File: src/rtl/alu_issue_stage_if.sv
`default_nettype none
// ============================================================================
// Module   : alu_issue_stage_if
// Brief    : ID -> issue-stage -> ALU signal bundle. The 'master' modport is
//            the issue stage; 'slave' is the surrounding pipeline.
// Revision : 1.0 - initial release
// ============================================================================
interface alu_issue_stage_if #(
    parameter int XLEN   = 32,
    parameter int REG_AW = 5
);
    logic              flush;
    logic              id_valid;
    logic              id_ready;
    logic [XLEN-1:0]   id_pc;
    logic [REG_AW-1:0] id_rs1_addr;
    logic [REG_AW-1:0] id_rs2_addr;
    logic [REG_AW-1:0] id_rd_addr;
    logic [XLEN-1:0]   id_rs1_data;
    logic [XLEN-1:0]   id_rs2_data;
    logic [XLEN-1:0]   id_imm;
    logic [2:0]        id_funct3;
    logic              id_funct7_b5;
    logic              id_is_rtype;
    logic              id_is_shift_imm;
    logic              id_use_pc;
    logic              id_use_imm;
    logic              id_is_branch;
    logic              id_is_load;
    logic              id_rd_wr;
    logic [XLEN-1:0]   ex_alu_result;
    logic              mem_rd_wr;
    logic [REG_AW-1:0] mem_rd_addr;
    logic [XLEN-1:0]   mem_data;
    logic              ex_ready;
    logic              ex_valid;
    logic              ex_branch;
    logic [3:0]        ex_func3;
    logic [XLEN-1:0]   ex_rs1;
    logic [XLEN-1:0]   ex_rs2;
    logic [XLEN-1:0]   ex_store_data;
    logic [REG_AW-1:0] ex_rd_addr;
    logic              ex_rd_wr;
    logic              ex_is_load;
    logic [XLEN-1:0]   ex_pc;

    modport master (
        input  flush, id_valid, id_pc, id_rs1_addr, id_rs2_addr, id_rd_addr,
               id_rs1_data, id_rs2_data, id_imm, id_funct3, id_funct7_b5,
               id_is_rtype, id_is_shift_imm, id_use_pc, id_use_imm,
               id_is_branch, id_is_load, id_rd_wr, ex_alu_result,
               mem_rd_wr, mem_rd_addr, mem_data, ex_ready,
        output id_ready, ex_valid, ex_branch, ex_func3, ex_rs1, ex_rs2,
               ex_store_data, ex_rd_addr, ex_rd_wr, ex_is_load, ex_pc
    );

    modport slave (
        output flush, id_valid, id_pc, id_rs1_addr, id_rs2_addr, id_rd_addr,
               id_rs1_data, id_rs2_data, id_imm, id_funct3, id_funct7_b5,
               id_is_rtype, id_is_shift_imm, id_use_pc, id_use_imm,
               id_is_branch, id_is_load, id_rd_wr, ex_alu_result,
               mem_rd_wr, mem_rd_addr, mem_data, ex_ready,
        input  id_ready, ex_valid, ex_branch, ex_func3, ex_rs1, ex_rs2,
               ex_store_data, ex_rd_addr, ex_rd_wr, ex_is_load, ex_pc
    );
endinterface
`default_nettype wire

File: src/rtl/alu_issue_stage.sv
`default_nettype none
// ============================================================================
// Module   : alu_issue_stage
// Brief    : ID/EX register feeding the ALU: operand forwarding, op select,
//            load-use stall, back-pressure and flush. Optional shift-amount
//            masking is enabled by defining ALU_SHAMT_MASK_EN.
// Revision : 1.0 - initial release
// ============================================================================
module alu_issue_stage #(
    parameter int XLEN   = 32,
    parameter int REG_AW = 5
) (
    input  wire logic           clk,
    input  wire logic           rst_n,
    alu_issue_stage_if.master   bus
);

    logic              r_valid;
    logic              r_branch;
    logic [3:0]        r_func;
    logic [XLEN-1:0]   r_rs1;
    logic [XLEN-1:0]   r_rs2;
    logic [XLEN-1:0]   r_store_data;
    logic [REG_AW-1:0] r_rd_addr;
    logic              r_rd_wr;
    logic              r_is_load;
    logic [XLEN-1:0]   r_pc;

    logic              w_alt_op;
    logic [3:0]        w_func;
    logic              w_ex_fwd_ok;
    logic [XLEN-1:0]   w_fwd_rs1;
    logic [XLEN-1:0]   w_fwd_rs2;
    logic [XLEN-1:0]   w_op1;
    logic [XLEN-1:0]   w_op2;
    logic              w_load_use;
    logic              w_advance;
    logic              w_id_ready;
    logic              w_capture;

    // Bit 30 only selects SUB/SRA for R-type and SRAI; ADDI's imm bit 30 is ignored.
    assign w_alt_op = bus.id_funct7_b5 &
                      (bus.id_is_rtype | (bus.id_is_shift_imm & (bus.id_funct3 == 3'd5)));
    assign w_func   = {w_alt_op, bus.id_funct3};

    // A held load has no result yet, so it is never a forwarding source here.
    assign w_ex_fwd_ok = r_valid & r_rd_wr & ~r_is_load;

    always_comb begin
        w_fwd_rs1 = bus.id_rs1_data;
        if (bus.id_rs1_addr == '0) begin
            w_fwd_rs1 = '0;
        end else if (w_ex_fwd_ok && (r_rd_addr == bus.id_rs1_addr)) begin
            w_fwd_rs1 = bus.ex_alu_result;
        end else if (bus.mem_rd_wr && (bus.mem_rd_addr == bus.id_rs1_addr)) begin
            w_fwd_rs1 = bus.mem_data;
        end
    end

    always_comb begin
        w_fwd_rs2 = bus.id_rs2_data;
        if (bus.id_rs2_addr == '0) begin
            w_fwd_rs2 = '0;
        end else if (w_ex_fwd_ok && (r_rd_addr == bus.id_rs2_addr)) begin
            w_fwd_rs2 = bus.ex_alu_result;
        end else if (bus.mem_rd_wr && (bus.mem_rd_addr == bus.id_rs2_addr)) begin
            w_fwd_rs2 = bus.mem_data;
        end
    end

    assign w_op1 = bus.id_use_pc ? bus.id_pc : w_fwd_rs1;

`ifdef ALU_SHAMT_MASK_EN
    localparam logic [3:0] c_op_sll = 4'd1;
    localparam logic [3:0] c_op_srl = 4'd5;
    localparam logic [3:0] c_op_sra = 4'd13;

    // Shifters only honour the low five bits of the amount.
    always_comb begin
        w_op2 = bus.id_use_imm ? bus.id_imm : w_fwd_rs2;
        if (!bus.id_is_branch &&
            ((w_func == c_op_sll) || (w_func == c_op_srl) || (w_func == c_op_sra))) begin
            w_op2 = {{(XLEN-5){1'b0}}, w_op2[4:0]};
        end
    end
`else
    assign w_op2 = bus.id_use_imm ? bus.id_imm : w_fwd_rs2;
`endif

    // rs2 is compared even for immediate forms, since stores still need it.
    assign w_load_use = r_valid & r_is_load & (r_rd_addr != '0) &
                        (((r_rd_addr == bus.id_rs1_addr) & ~bus.id_use_pc) |
                         (r_rd_addr == bus.id_rs2_addr));

    assign w_advance  = ~r_valid | bus.ex_ready;
    assign w_id_ready = w_advance & ~w_load_use & ~bus.flush;
    assign w_capture  = bus.id_valid & w_id_ready;

    // Payload is only loaded on capture; consumers qualify it with ex_valid.
    always_ff @(posedge clk or negedge rst_n) begin
        if (!rst_n) begin
            r_valid      <= 1'b0;
            r_branch     <= 1'b0;
            r_func       <= 4'd0;
            r_rs1        <= '0;
            r_rs2        <= '0;
            r_store_data <= '0;
            r_rd_addr    <= '0;
            r_rd_wr      <= 1'b0;
            r_is_load    <= 1'b0;
            r_pc         <= '0;
        end else if (bus.flush) begin
            r_valid      <= 1'b0;
        end else if (w_capture) begin
            r_valid      <= 1'b1;
            r_branch     <= bus.id_is_branch;
            r_func       <= w_func;
            r_rs1        <= w_op1;
            r_rs2        <= w_op2;
            r_store_data <= w_fwd_rs2;
            r_rd_addr    <= bus.id_rd_addr;
            r_rd_wr      <= bus.id_rd_wr;
            r_is_load    <= bus.id_is_load;
            r_pc         <= bus.id_pc;
        end else if (w_advance) begin
            r_valid      <= 1'b0;
        end
    end

    assign bus.id_ready      = w_id_ready;
    assign bus.ex_valid      = r_valid;
    assign bus.ex_branch     = r_branch;
    assign bus.ex_func3      = r_func;
    assign bus.ex_rs1        = r_rs1;
    assign bus.ex_rs2        = r_rs2;
    assign bus.ex_store_data = r_store_data;
    assign bus.ex_rd_addr    = r_rd_addr;
    assign bus.ex_rd_wr      = r_rd_wr;
    assign bus.ex_is_load    = r_is_load;
    assign bus.ex_pc         = r_pc;

endmodule
`default_nettype wire

File: src/flat_wrapper.sv
// flat-port wrapper written by rule: the top's interface ports become plain ports
module alu_issue_stage_flat 
#(
    parameter int XLEN   = 32,
    parameter int REG_AW = 5
)
  (clk, rst_n, bus_flush, bus_id_valid, bus_id_pc, bus_id_rs1_addr, bus_id_rs2_addr, bus_id_rd_addr, bus_id_rs1_data, bus_id_rs2_data, bus_id_imm, bus_id_funct3, bus_id_funct7_b5, bus_id_is_rtype, bus_id_is_shift_imm, bus_id_use_pc, bus_id_use_imm, bus_id_is_branch, bus_id_is_load, bus_id_rd_wr, bus_ex_alu_result, bus_mem_rd_wr, bus_mem_rd_addr, bus_mem_data, bus_ex_ready, bus_id_ready, bus_ex_valid, bus_ex_branch, bus_ex_func3, bus_ex_rs1, bus_ex_rs2, bus_ex_store_data, bus_ex_rd_addr, bus_ex_rd_wr, bus_ex_is_load, bus_ex_pc);
  alu_issue_stage_if #(.XLEN(XLEN), .REG_AW(REG_AW)) bus_i ();
  input  wire logic clk;
  input  wire logic rst_n;
  input wire logic [$bits(bus_i.flush)-1:0] bus_flush;
  input wire logic [$bits(bus_i.id_valid)-1:0] bus_id_valid;
  input wire logic [$bits(bus_i.id_pc)-1:0] bus_id_pc;
  input wire logic [$bits(bus_i.id_rs1_addr)-1:0] bus_id_rs1_addr;
  input wire logic [$bits(bus_i.id_rs2_addr)-1:0] bus_id_rs2_addr;
  input wire logic [$bits(bus_i.id_rd_addr)-1:0] bus_id_rd_addr;
  input wire logic [$bits(bus_i.id_rs1_data)-1:0] bus_id_rs1_data;
  input wire logic [$bits(bus_i.id_rs2_data)-1:0] bus_id_rs2_data;
  input wire logic [$bits(bus_i.id_imm)-1:0] bus_id_imm;
  input wire logic [$bits(bus_i.id_funct3)-1:0] bus_id_funct3;
  input wire logic [$bits(bus_i.id_funct7_b5)-1:0] bus_id_funct7_b5;
  input wire logic [$bits(bus_i.id_is_rtype)-1:0] bus_id_is_rtype;
  input wire logic [$bits(bus_i.id_is_shift_imm)-1:0] bus_id_is_shift_imm;
  input wire logic [$bits(bus_i.id_use_pc)-1:0] bus_id_use_pc;
  input wire logic [$bits(bus_i.id_use_imm)-1:0] bus_id_use_imm;
  input wire logic [$bits(bus_i.id_is_branch)-1:0] bus_id_is_branch;
  input wire logic [$bits(bus_i.id_is_load)-1:0] bus_id_is_load;
  input wire logic [$bits(bus_i.id_rd_wr)-1:0] bus_id_rd_wr;
  input wire logic [$bits(bus_i.ex_alu_result)-1:0] bus_ex_alu_result;
  input wire logic [$bits(bus_i.mem_rd_wr)-1:0] bus_mem_rd_wr;
  input wire logic [$bits(bus_i.mem_rd_addr)-1:0] bus_mem_rd_addr;
  input wire logic [$bits(bus_i.mem_data)-1:0] bus_mem_data;
  input wire logic [$bits(bus_i.ex_ready)-1:0] bus_ex_ready;
  output wire logic [$bits(bus_i.id_ready)-1:0] bus_id_ready;
  output wire logic [$bits(bus_i.ex_valid)-1:0] bus_ex_valid;
  output wire logic [$bits(bus_i.ex_branch)-1:0] bus_ex_branch;
  output wire logic [$bits(bus_i.ex_func3)-1:0] bus_ex_func3;
  output wire logic [$bits(bus_i.ex_rs1)-1:0] bus_ex_rs1;
  output wire logic [$bits(bus_i.ex_rs2)-1:0] bus_ex_rs2;
  output wire logic [$bits(bus_i.ex_store_data)-1:0] bus_ex_store_data;
  output wire logic [$bits(bus_i.ex_rd_addr)-1:0] bus_ex_rd_addr;
  output wire logic [$bits(bus_i.ex_rd_wr)-1:0] bus_ex_rd_wr;
  output wire logic [$bits(bus_i.ex_is_load)-1:0] bus_ex_is_load;
  output wire logic [$bits(bus_i.ex_pc)-1:0] bus_ex_pc;
  assign bus_i.flush = bus_flush;
  assign bus_i.id_valid = bus_id_valid;
  assign bus_i.id_pc = bus_id_pc;
  assign bus_i.id_rs1_addr = bus_id_rs1_addr;
  assign bus_i.id_rs2_addr = bus_id_rs2_addr;
  assign bus_i.id_rd_addr = bus_id_rd_addr;
  assign bus_i.id_rs1_data = bus_id_rs1_data;
  assign bus_i.id_rs2_data = bus_id_rs2_data;
  assign bus_i.id_imm = bus_id_imm;
  assign bus_i.id_funct3 = bus_id_funct3;
  assign bus_i.id_funct7_b5 = bus_id_funct7_b5;
  assign bus_i.id_is_rtype = bus_id_is_rtype;
  assign bus_i.id_is_shift_imm = bus_id_is_shift_imm;
  assign bus_i.id_use_pc = bus_id_use_pc;
  assign bus_i.id_use_imm = bus_id_use_imm;
  assign bus_i.id_is_branch = bus_id_is_branch;
  assign bus_i.id_is_load = bus_id_is_load;
  assign bus_i.id_rd_wr = bus_id_rd_wr;
  assign bus_i.ex_alu_result = bus_ex_alu_result;
  assign bus_i.mem_rd_wr = bus_mem_rd_wr;
  assign bus_i.mem_rd_addr = bus_mem_rd_addr;
  assign bus_i.mem_data = bus_mem_data;
  assign bus_i.ex_ready = bus_ex_ready;
  assign bus_id_ready = bus_i.id_ready;
  assign bus_ex_valid = bus_i.ex_valid;
  assign bus_ex_branch = bus_i.ex_branch;
  assign bus_ex_func3 = bus_i.ex_func3;
  assign bus_ex_rs1 = bus_i.ex_rs1;
  assign bus_ex_rs2 = bus_i.ex_rs2;
  assign bus_ex_store_data = bus_i.ex_store_data;
  assign bus_ex_rd_addr = bus_i.ex_rd_addr;
  assign bus_ex_rd_wr = bus_i.ex_rd_wr;
  assign bus_ex_is_load = bus_i.ex_is_load;
  assign bus_ex_pc = bus_i.ex_pc;
  alu_issue_stage #(.XLEN(XLEN), .REG_AW(REG_AW)) u_core (.clk(clk), .rst_n(rst_n), .bus(bus_i));
endmodule
File: config.mk
export PLATFORM = sky130hd
export DESIGN_NAME = alu_issue_stage_flat
export DESIGN_NICKNAME = d
export VERILOG_FILES = /design/src/rtl/alu_issue_stage_if.sv /design/src/rtl/alu_issue_stage.sv /design/src/flat_wrapper.sv
export SDC_FILE = /design/constraint.sdc
export NUM_CORES = 1
export LEC_CHECK = 0
export BUFFER_PORTS_ARGS = -buffer_cell sky130_fd_sc_hd__buf_2
export CAP_MARGIN = 0
export CORE_UTILIZATION = 40
export CTS_BUF_LIST = sky130_fd_sc_hd__clkbuf_4
export CTS_CLUSTER_SIZE = 25
export DETAILED_ROUTE_END_ITERATION = 12
export PLACE_DENSITY = 0.72
export SYNTH_ARGS = -nofsm -noshare
export SYNTH_HDL_FRONTEND = slang
export SYNTH_SLANG_ARGS = --single-unit
File: constraint.sdc
create_clock -name clk -period 2.3 [get_ports clk]
set_clock_uncertainty 0.2 [all_clocks]
set_input_delay 0.23 -clock clk [delete_from_list [all_inputs] [get_ports clk]]
set_output_delay 0.23 -clock clk [all_outputs]
set_load 0.01 [all_outputs]
==> results.tsv, run 1 <==
stage	metric	value	unit
clock_network	path_clk_slew	0.15	ns
cells_and_area	layoutNonFillerInstCount	1603	
clock_network	cts_root_buf	clkbuf_4	
place	hpwl	25100	µm
timing	setup_viol	141	
power	power.leakage	6.22	nW
global_route	grt_pass1_vias	9213	
synth	netlist_area	0.00833	mm²
detailed_routing	drt_iter0_drc	705	
floorplan	start_util	41.1	%
floorplan	dieArea	0.0214	mm²
global_route	overflow	0	
clock_network	insertion_delay	0.56	ns
clock_network	cts_max_path_buffers	2	
cells_and_area	regArea	0.00353	mm²
detailed_routing	via_per_inst	5.60	
place	gp_congestion	0.972	
run_status	outcome	finished with violations	
run_status	failed_checks	negative setup slack	
worst_setup_path	start_kind	flop	
worst_setup_path	cp-end-kind	flop	
synth	synth_top_cell_area_share	42.3	%
synth	seq_area_frac_synth	42.3	%
global_route	grt_max_degree	65	
worst_setup_path	crit_fanout	20	
cells_and_area	nFillCells	1560	
power	p_per_area	594	mW/mm²
detailed_routing	drt.antenna.violating_nets	0	
synth	synthTopCellsByArea	dfrtp_1 (42%), mux2_2 (8.9%), mux2_1 (5.8%)	
timing	hold_violations	0	
synth	syn_nets	992	
synth	synth.distinct_cells	42	
job	cap_viol_max_count	0	
clock_network	cts_tree	built	
timing	setup_ws	-0.378	ns
cells_and_area	nets	1543	
cells_and_area	syn2layout_area_growth	60.7	%
global_route	grt_usage	33.0	%
floorplan	coreArea	0.0203	mm²
clock_network	clock-sinks	141	
clock_network	cts_max_level	4	
floorplan	fp-row-count	52	
power	total_power	7.96	mW
cells_and_area	layout-drive-gt1-share	51.1	%
detailed_routing	drt_drc_violations_left	0	
timing	fin_crit_sh	116	%
power	peakVddDrop	0.363	mV
place	post-place-cells	1411	
floorplan	io_pins	371	
floorplan	die_h	146	µm
synth	yosysWarnings	0	
clock_network	cts_buffers	17	
synth	yosysTopAreaCell	dfrtp_1	
detailed_routing	dr.pass1.iters	5	
place	io_buffers	370	
timing	tightest_slew	0.523	ns
timing	rsz0062_at_grt	yes	
worst_setup_path	arrival	2.97	ns
global_route	antenna_found_initial	5	
timing	fmax	373	MHz
hold_path	holdCritPathClass	in -> reg	
global_route	grt_pass1_wl	53700	µm
timing	max_slew_margin	64.9	%
detailed_routing	routed_wl	36200	µm
detailed_routing	vias	8970	
timing	min_period	2.68	ns
synth	avgSynthCellArea	10.9	µm²
worst_setup_path	critical_path_class	reg -> reg	
floorplan	die_x	146	µm
synth	syn_inst	763	
detailed_routing	wire_per_inst	22.6	µm
worst_setup_path	required	2.59	ns
timing	drv_slew	0	
synth	ys_ff_latch	141	
cells_and_area	multi_input_area	0.00484	mm²
per-stage QoR:
step	hold WS [ns]	setup slack [ns]	instance area, µm²	TNS (ns)	utilization, %
6_report	0.0299	-0.378	13400	-33.59	66.0
5_1_grt	0.00178	-0.438	13400	-45.08	65.9
4_1_cts	0.00303	-0.290	13100	-32.14	64.5
3_5_place_dp	-0.0200	-0.229	11000	-20.39	54.2
3_3_place_gp	-0.0245	-0.170	11000	-16.59	54.2
2_1_floorplan	-0.266	-0.0722	8410	-5.86	-
cell families after synthesis:
family	synth area share (%)
buffers and inverters	5.05
DFF	42.3
and+or+nand+nor	12.3
AOI/OAI and AO/OA	18.0
xor gates and xnor gates	2.10
muxes	20.3
cell usage after synthesis (all sizes together):
master,instances
xnor2,18
dfrtp,141
o41ai,32
o32a,1
or4,4
nand3,7
nor2,70
o21a,56
nor3,35
or2,5
nand2,68
nand4,2
mux2i,1
nand2b,1
a211oi,59
xor2,2
inv,5
a21oi,7
buf,30
mux2,139
clkbuf,36
and4b,1
o31ai,32
a21o,1
o21bai,1
nand4b,1
o21ai,3
o22ai,5
power by group:
part | switching (mW) | total (mW) | internal (mW) | leakage (nW)
logic | 1.33 | 2.91 | 1.58 | 4.38
registers | 0.316 | 3.27 | 2.96 | 1.68
clock network | 1.09 | 1.77 | 0.684 | 0.155
critical path, stage by stage, from the launching register on:
cell and delay [ns]:
dfrtp_2 0.45, buf_6 0.13, xor2_2 0.14, or4_4 0.50
nor2_4 0.12, buf_12 0.18, buf_6 0.14, a211oi_1 0.07
o41ai_1 0.45, mux2_4 0.23
layer usage:
| layer | vias to the layer above | wire length, µm | global-route usage (%) | share of wire [%] |
|---|---|---|---|---|
| met3 | 130 | 3030 | 8.72 | 8.4 |
| li1 | 3955 | - | - | - |
| met5 | - | 0 | 0 | 0 |
| met1 | 4335 | 14800 | 43.1 | 41 |
| met2 | 550 | 16800 | 51.7 | 47 |
| met4 | 0 | 1530 | 14.0 | 4.2 |
registers in the layout (all words and copies together), names as in the netlist:
signal	flops
u_core.bus.ex_rs1	32
u_core.bus.ex_func3	4
u_core.bus.ex_valid	1
u_core.bus.ex_is_load	1
u_core.bus.ex_rd_wr	1
u_core.bus.ex_rd_addr	5
u_core.bus.ex_branch	1
u_core.bus.ex_rs2	32
u_core.bus.ex_pc	32
u_core.bus.ex_store_data	32
what timing repair did:
item	CTS	global route
hold endpoints to repair	277	2
pin swaps	1	18
hold buffers	140	2
gates resized for setup	62	41
cloned	2	2
setup endpoints to repair	140	142
setup buffers	8	0
cells in the final DEF, fill, tap and decap left out, drive strengths merged, types with 7 or more instances in the layout:
cell	synthesis	routed
buf	30	455
dlygate4sd3	0	141
dfrtp	141	141
mux2	139	139
nor2	70	70
nand2	68	68
a211oi	59	59
o21a	56	56
nor3	35	35
o31ai	32	32
o41ai	32	32
clkbuf	36	19
xnor2	18	18
inv	5	14
a21oi	7	7
nand3	7	7
final timing paths:
kind	start	endpoint	slack, ns	cells after the start
worst min-delay path	bus_ex_alu_result[29]	u_core.bus.ex_rs2[29]	0.03	4
worst max register to register	u_core.bus.ex_rd_addr[0]	u_core.bus.ex_rs2[21]	-0.38	9
worst max-delay path	u_core.bus.ex_rd_addr[0]	u_core.bus.ex_rs2[21]	-0.38	9
max in group asynchronous	rst_n	u_core.bus.ex_store_data[16]	1.06	4
min in group asynchronous	rst_n	u_core.bus.ex_pc[22]	0.55	4
worst min register to register	u_core.bus.ex_func3[2]	u_core.bus.ex_func3[2]	0.30	1
final cells by class:
type,instances,share of cell area (%)
tap,270,2.52
sequential,141,26.4
antenna,6,0.112
clock buffer,17,0.953
timing repair buffer,598,32.4
inverter,5,0.140
clock inverter,15,1.31
multi-input combinational,551,36.2
No activity file was read; power rests on OpenSTA's default activity.
==> inputs of run 2 (changes only) <==
PLACE_DENSITY = 0.71   (was 0.72)
==> results.tsv, run 2 (same netlist as run 1, synthesis figures left out) <==
stage	metric	value	unit
run_status	outcome	finished with violations	
run_status	failed_checks	negative setup slack	
floorplan	start_util	41.1	%
power	peakVddDrop	0.394	mV
power	seq_power_share	40.6	%
worst_setup_path	r2r_end	u_core.bus.ex_store_data[16]	
worst_setup_path	rr_startpoint	u_core.bus.ex_rd_addr[1]	
worst_setup_path	start_kind	flop	
clock_network	path_clk_slew	0.16	ns
timing	max_slew_margin	21.7	%
power	power.leakage	6.42	nW
job	cap_viol_max_count	0	
worst_setup_path	cp.buffers_inverters	5	
hold_path	holdCritPathClass	in -> reg	
power	internal-power	5.29	mW
power	switching_power	2.75	mW
global_route	grt_pass1_vias	9449	
detailed_routing	via_per_inst	5.58	
worst_setup_path	crit_fanout	8	
floorplan	die_h	146	µm
cells_and_area	final_common_cell	buf_2	
clock_network	clock-sinks	141	
hold_path	hold_depth	4	
global_route	antenna_found_initial	6	
power	comb_power_share	37.9	%
clock_network	cts_root_buf	clkbuf_4	
cells_and_area	layout-drive-gt1-share	54.0	%
clock_network	insertion_delay	0.57	ns
global_route	grt_usage	34.2	%
detailed_routing	dr.pass1.iters	5	
cells_and_area	syn2layout_area_growth	65.6	%
worst_setup_path	required	2.56	ns
worst_setup_path	arrival	2.99	ns
place	post-place-cells	1434	
timing	setup_ws	-0.431	ns
power	total_power	8.04	mW
timing	min_period	2.73	ns
detailed_routing	wire_per_inst	22.4	µm
clock_network	cts_max_level	4	
worst_setup_path	crit_family	buffers and inverters	
worst_setup_path	cp_slowest_stage_delay	0.45	ns
hold_path	min_to	u_core.bus.ex_store_data[19]	
power	p_per_area	582	mW/mm²
global_route	grt_max_degree	67	
cells_and_area	final_cell_mix	buf_2 (369), dfrtp_1 (137), dlygate4sd3_1 (130), mux2_4 (96), nand2_1 (68)	
cells_and_area	layoutNonFillerInstCount	1632	
floorplan	die_x	146	µm
timing	worst_hold_slack	0.0304	ns
detailed_routing	drt.antenna.violating_nets	0	
worst_setup_path	cp.depth	11	
worst_setup_path	reg2reg_depth	11	
timing	drv_slew	0	
worst_setup_path	crit_top_cell	buf_12	
worst_setup_path	critical_path_class	reg -> reg	
power	p_sw_share	34.2	%
global_route	overflow	0	
timing	setup_viol	142	
global_route	grt_pass1_wl	55300	µm
worst_setup_path	crit_slowest_cell	dfrtp_1	
power	clockPowerShare	21.5	%
detailed_routing	drt_drc_violations_left	0	
detailed_routing	drt_iter0_drc	691	
cells_and_area	fin_area	0.0138	mm²
timing	rsz0062_at_grt	yes	
cells_and_area	nets	1574	
worst_setup_path	rrSetupSlack	-0.43	ns
clock_network	cts_buffers	17	
cells_and_area	nFillCells	1474	
floorplan	io_pins	371	
timing	hold_violations	0	
place	hpwl	25000	µm
timing	fin_crit_sh	119	%
detailed_routing	routed_wl	36600	µm
cells_and_area	layout.core_utilization	68.0	%
place	io_buffers	370	
timing	fmax	366	MHz
worst_setup_path	cp-end-kind	flop	
floorplan	dieArea	0.0214	mm²
timing	fin_setup_tns	-50.16	ns
timing	tightest_slew	1.17	ns
place	gp_congestion	0.945	
clock_network	cts_tree	built	
floorplan	coreArea	0.0203	mm²
floorplan	fp-row-count	52	
clock_network	cts_max_path_buffers	2	
detailed_routing	vias	9104	
place	pre_cts_slack	-0.349	ns
place	placed_area	0.0112	mm²
hold_path	min_from	bus_mem_data[19]	
worst_setup_path	crit_path_cell_trace	buf_6 > xnor2_4 > nand2_1 > o32a_1 > o21ai_2 > a21oi_4 > buf_12 > buf_12 > buf_12 > buf_16 > mux2_4	
run 2: per-layer routing:
layer / share of wire, % / GRT usage (%) / vias to the layer above
met4: 3.9 / 15.9 / 2
met5: 0.027 / 0 / -
li1: - / - / 4011
met1: 42 / 45.8 / 4458
met3: 6.8 / 6.13 / 112
met2: 47 / 53.9 / 521
run 2: worst max-delay path by stage:
stage	from	endpoint	slack, ns
6_report	u_core.bus.ex_rd_addr[1]	u_core.bus.ex_store_data[16]	-0.43
5_1_grt	u_core.bus.ex_rd_addr[1]	bus_id_ready	-0.50
4_1_cts	u_core.bus.ex_rd_addr[1]	bus_id_ready	-0.32
3_5_place_dp	bus_id_rs1_addr[2]	u_core.bus.ex_rs1[16]	-0.35
3_3_place_gp	bus_id_rs1_addr[0]	u_core.bus.ex_rs1[27]	-0.33
2_1_floorplan	u_core.bus.ex_rd_addr[3]	u_core.bus.ex_store_data[10]	-0.07
run 2: power groups by stage:
stage	Combinational, mW	Clock [mW]	Sequential, mW
floorplan	0.978	0	3.49
global placement	2.41	0	3.26
detailed placement	2.44	0	3.27
CTS	2.94	1.75	3.24
global route	3.20	1.84	3.31
finish	3.04	1.73	3.27
run 2: worst register-to-register path: stages (launching register included):
cell     delay (ns)
dfrtp_1        0.45
buf_6          0.15
xnor2_4        0.15
nand2_1        0.10
o32a_1         0.34
o21ai_2        0.26
a21oi_4        0.10
buf_12         0.16
buf_12         0.15
buf_12         0.14
buf_16         0.13
mux2_4         0.29
run 2: timing repair:
item | 4_1_cts | 5_1_grt
gates resized for setup | 102 | 17
hold endpoints to repair | 280 | 0
hold buffers | 131 | 0
pin swaps | 7 | 9
gates cloned | 11 | 0
buffers inserted | 18 | 3
setup endpoints to repair | 140 | 142
run 2: area by class of cell:
class,instances,area (µm²),area share [%]
Tap cell,270,338,2.45
Multi-Input combinational cell,551,4780,34.6
Timing Repair Buffer,629,4830,35.0
Antenna cell,5,12.5,0.0907
Inverter,5,18.8,0.136
Clock buffer,17,128,0.925
Clock inverter,14,160,1.16
Sequential cell,141,3530,25.6
==> inputs of run 3 (changes only) <==
ABC_AREA = 1   (was unset)
==> results.tsv, run 3 <==
stage	metric	value	unit
run_status	outcome	complete, no violations	
worst_setup_path	crit_fanout	17	
global_route	grt_pass1_vias	11300	
global_route	grt_usage	35.2	%
worst_setup_path	crit_family	simple AND/OR/NAND/NOR gates	
place	hpwl	27300	µm
synth	netlist_area	0.00872	mm²
synth	synthFlopType	dfrtp_1	
clock_network	path_clk_slew	0.15	ns
floorplan	start_util	41.1	%
cells_and_area	syn2layout_area_growth	56.0	%
clock_network	cts_max_level	4	
worst_setup_path	crit_top_cell	nand2_1	
synth	avgSynthCellArea	6.40	µm²
cells_and_area	final_cell_mix	nand2_1 (709), buf_2 (368), dlygate4sd3_1 (202), nand3_1 (158), dfrtp_1 (138)	
cells_and_area	nFillCells	1914	
synth	synthMuxAreaShare	0	%
floorplan	fp-row-count	53	
timing	drv_slew	0	
synth	synth.distinct_cells	27	
global_route	grt_max_degree	75	
synth	synth_compound_area_share	2.80	%
timing	min_period	2.28	ns
global_route	grt-busiest-layer	met2	
synth	ys_ff_latch	141	
global_route	met2_usage	54.9	%
cells_and_area	multi_input_area	0.00440	mm²
cells_and_area	fin_area	0.0136	mm²
floorplan	dieArea	0.0224	mm²
synth	synthTopCellsByArea	dfrtp_1 (40%), nand2_1 (31%), nand3_1 (9.8%)	
clock_network	cts_max_path_buffers	2	
timing	hold_violations	0	
worst_setup_path	arrival	2.56	ns
floorplan	die_h	150	µm
detailed_routing	drt_drc_violations_left	0	
power	power.leakage	7.96	nW
power	total_power	7.47	mW
worst_setup_path	crit_slowest_cell	dfrtp_1	
worst_setup_path	crit_path_cell_trace	xnor2_1 > nand3_2 > nor2_2 > buf_4 > buf_12 > nand2_1 > buf_4 > nand3_1 > nand3_1 > nand2_1 > nand2_1 > nand2_1	
clock_network	insertion_delay	0.54	ns
floorplan	die_x	150	µm
timing	setup_viol	0	
worst_setup_path	critical_path_class	reg -> reg	
hold_path	holdCritPathClass	in -> reg	
synth	synth_simple_gate_area_share	45.9	%
clock_network	cts_root_buf	clkbuf_4	
synth	synth_xor_area_share	0.502	%
cells_and_area	nets	2148	
synth	synth_top_family_by_area	simple AND/OR/NAND/NOR gates	
detailed_routing	routed_wl	41400	µm
job	cap_viol_max_count	0	
worst_setup_path	start_kind	flop	
detailed_routing	drt.antenna.violating_nets	0	
clock_network	clock-sinks	141	
timing	fin_crit_sh	99.3	%
cells_and_area	layout-drive-gt1-share	25.4	%
floorplan	io_pins	371	
detailed_routing	drt_iter0_drc	1089	
clock_network	cts_buffers	17	
synth	seq_area_frac_synth	40.4	%
synth	async_flop_share	100	%
worst_setup_path	cp_slowest_stage_delay	0.46	ns
synth	syn_nets	1593	
detailed_routing	via_per_inst	5.26	
timing	fin_setup_tns	0	ns
detailed_routing	wire_per_inst	18.7	µm
timing	fmax	438	MHz
timing	max_slew_margin	72.8	%
synth	yosysWarnings	0	
worst_setup_path	rrSetupSlack	0.02	ns
detailed_routing	dr.pass1.iters	8	
synth	synth-edff-count	0	
place	placed_area	0.0109	mm²
global_route	gr-usage-met1	45.2	%
power	p_per_area	549	mW/mm²
cells_and_area	regArea	0.00353	mm²
timing	tightest_slew	0.408	ns
global_route	grt_pass1_wl	60400	µm
global_route	grt_use_met3	7.53	%
worst_setup_path	cp.buffers_inverters	3	
synth	synthAdderAreaFrac	0	%
floorplan	coreArea	0.0212	mm²
synth	yosysMostFrequentCell	nand2_1	
synth	synth_top_cells_by_count	nand2_1 (712), nand3_1 (170), dfrtp_1 (141)	
place	io_buffers	370	
cells_and_area	final_common_cell	nand2_1	
synth	yosysTopAreaCell	dfrtp_1	
worst_setup_path	cp-end-kind	flop	
synth	synth_top_cell_area_share	40.4	%
detailed_routing	vias	11600	
synth	syn_inst	1364	
worst_setup_path	required	2.58	ns
clock_network	cts_tree	built	
power	peakVddDrop	0.460	mV
global_route	antenna_found_initial	2	
place	gp_congestion	0.919	
timing	rsz0062_at_grt	yes	
global_route	overflow	0	
==> run 3: changes by cell type in the layout (fill, tap and decap cells not counted), sizes merged, moves of 56 or more <==
cell / previous run / this run
nand2: 68 / 712
nand3: 7 / 171
mux2: 139 / 0
inv: 10 / 126
buf: 499 / 419
dlygate4sd3: 130 / 202
nand4: 2 / 65
nor2: 70 / 10
a211oi: 59 / 0
o21a: 56 / 0
==> run 3: power by group <==
part,leakage (nW),switching [mW],internal [mW]
combinational,6.05,1.45,1.11
sequential,1.76,0.256,2.87
clock,0.146,1.10,0.677
==> run 3: timing repair <==
item	in CTS	in global routing
endpoints found under the setup margin	1	127
gates resized for setup	7	29
endpoints found under the hold margin	282	1
gates cloned	0	6
pin swaps	5	4
hold buffers	202	1
buffers inserted	6	2
==> run 3: area by class of cell <==
| type | instances | area share (%) |
|---|---|---|
| clock buffer | 18 | 0.993 |
| inverter | 122 | 3.38 |
| antenna | 4 | 0.0736 |
| multi-input combinational | 1011 | 32.4 |
| sequential | 141 | 26.0 |
| tap | 275 | 2.53 |
| clock inverter | 14 | 1.16 |
| timing repair buffer | 626 | 33.6 |
==> run 3: routing by layer <==
layer / share of wire, % / vias to the layer above
met5: 0 / -
met4: 5.1 / 0
met3: 9.8 / 186
met2: 46 / 822
met1: 39 / 5227
li1: - / 5391
==> run 3: through the flow <==
| step | utilization, % | setup WS, ns | cells | hold WS (ns) |
|---|---|---|---|---|
| finish | 64.1 | 0.0171 | 2211 | 0.0416 |
| global route | 64.1 | -0.0981 | 2209 | 0.00413 |
| CTS | 62.8 | -0.00557 | 2199 | 0.000763 |
| detailed placement | 51.6 | 0.0986 | 1959 | 0.0200 |
| global placement | 51.6 | 0.129 | 1959 | 0.0165 |
| floorplan | - | 0.422 | 1364 | -0.266 |
==> run 3: worst paths after layout <==
check | startpoint | endpoint | cells past startpoint
worst max-delay path | u_core.bus.ex_rd_addr[0] | u_core.bus.ex_rs2[26] | 12
worst max register to register | u_core.bus.ex_rd_addr[0] | u_core.bus.ex_rs2[26] | 12
min in group asynchronous | rst_n | u_core.bus.ex_store_data[1] | 3
worst min register to register | u_core.bus.ex_rs2[29] | u_core.bus.ex_rs2[29] | 2
worst min-delay path | bus_mem_data[27] | u_core.bus.ex_rs1[27] | 7
max in group asynchronous | rst_n | u_core.bus.ex_rs1[7] | 4
==> run 3: kinds of logic (layout without fill, tap and decap cells) <==
family                 Yosys count  count (layout)
XOR/XNOR                         5               5
buffers and inverters          212             780
AO/OA/AOI/OAI                   45              45
flip-flops                     141             141
other                            0               4
AND/OR/NAND/NOR                961             961
==> run 3: tightest hold or removal path, stage by stage <==
cell	delay, ns
buf_2	0.13
nand4_1	0.11
nand3_1	0.07
nand2_1	0.06
nand2_1	0.04
nand2_1	0.05
nand2_1	0.04
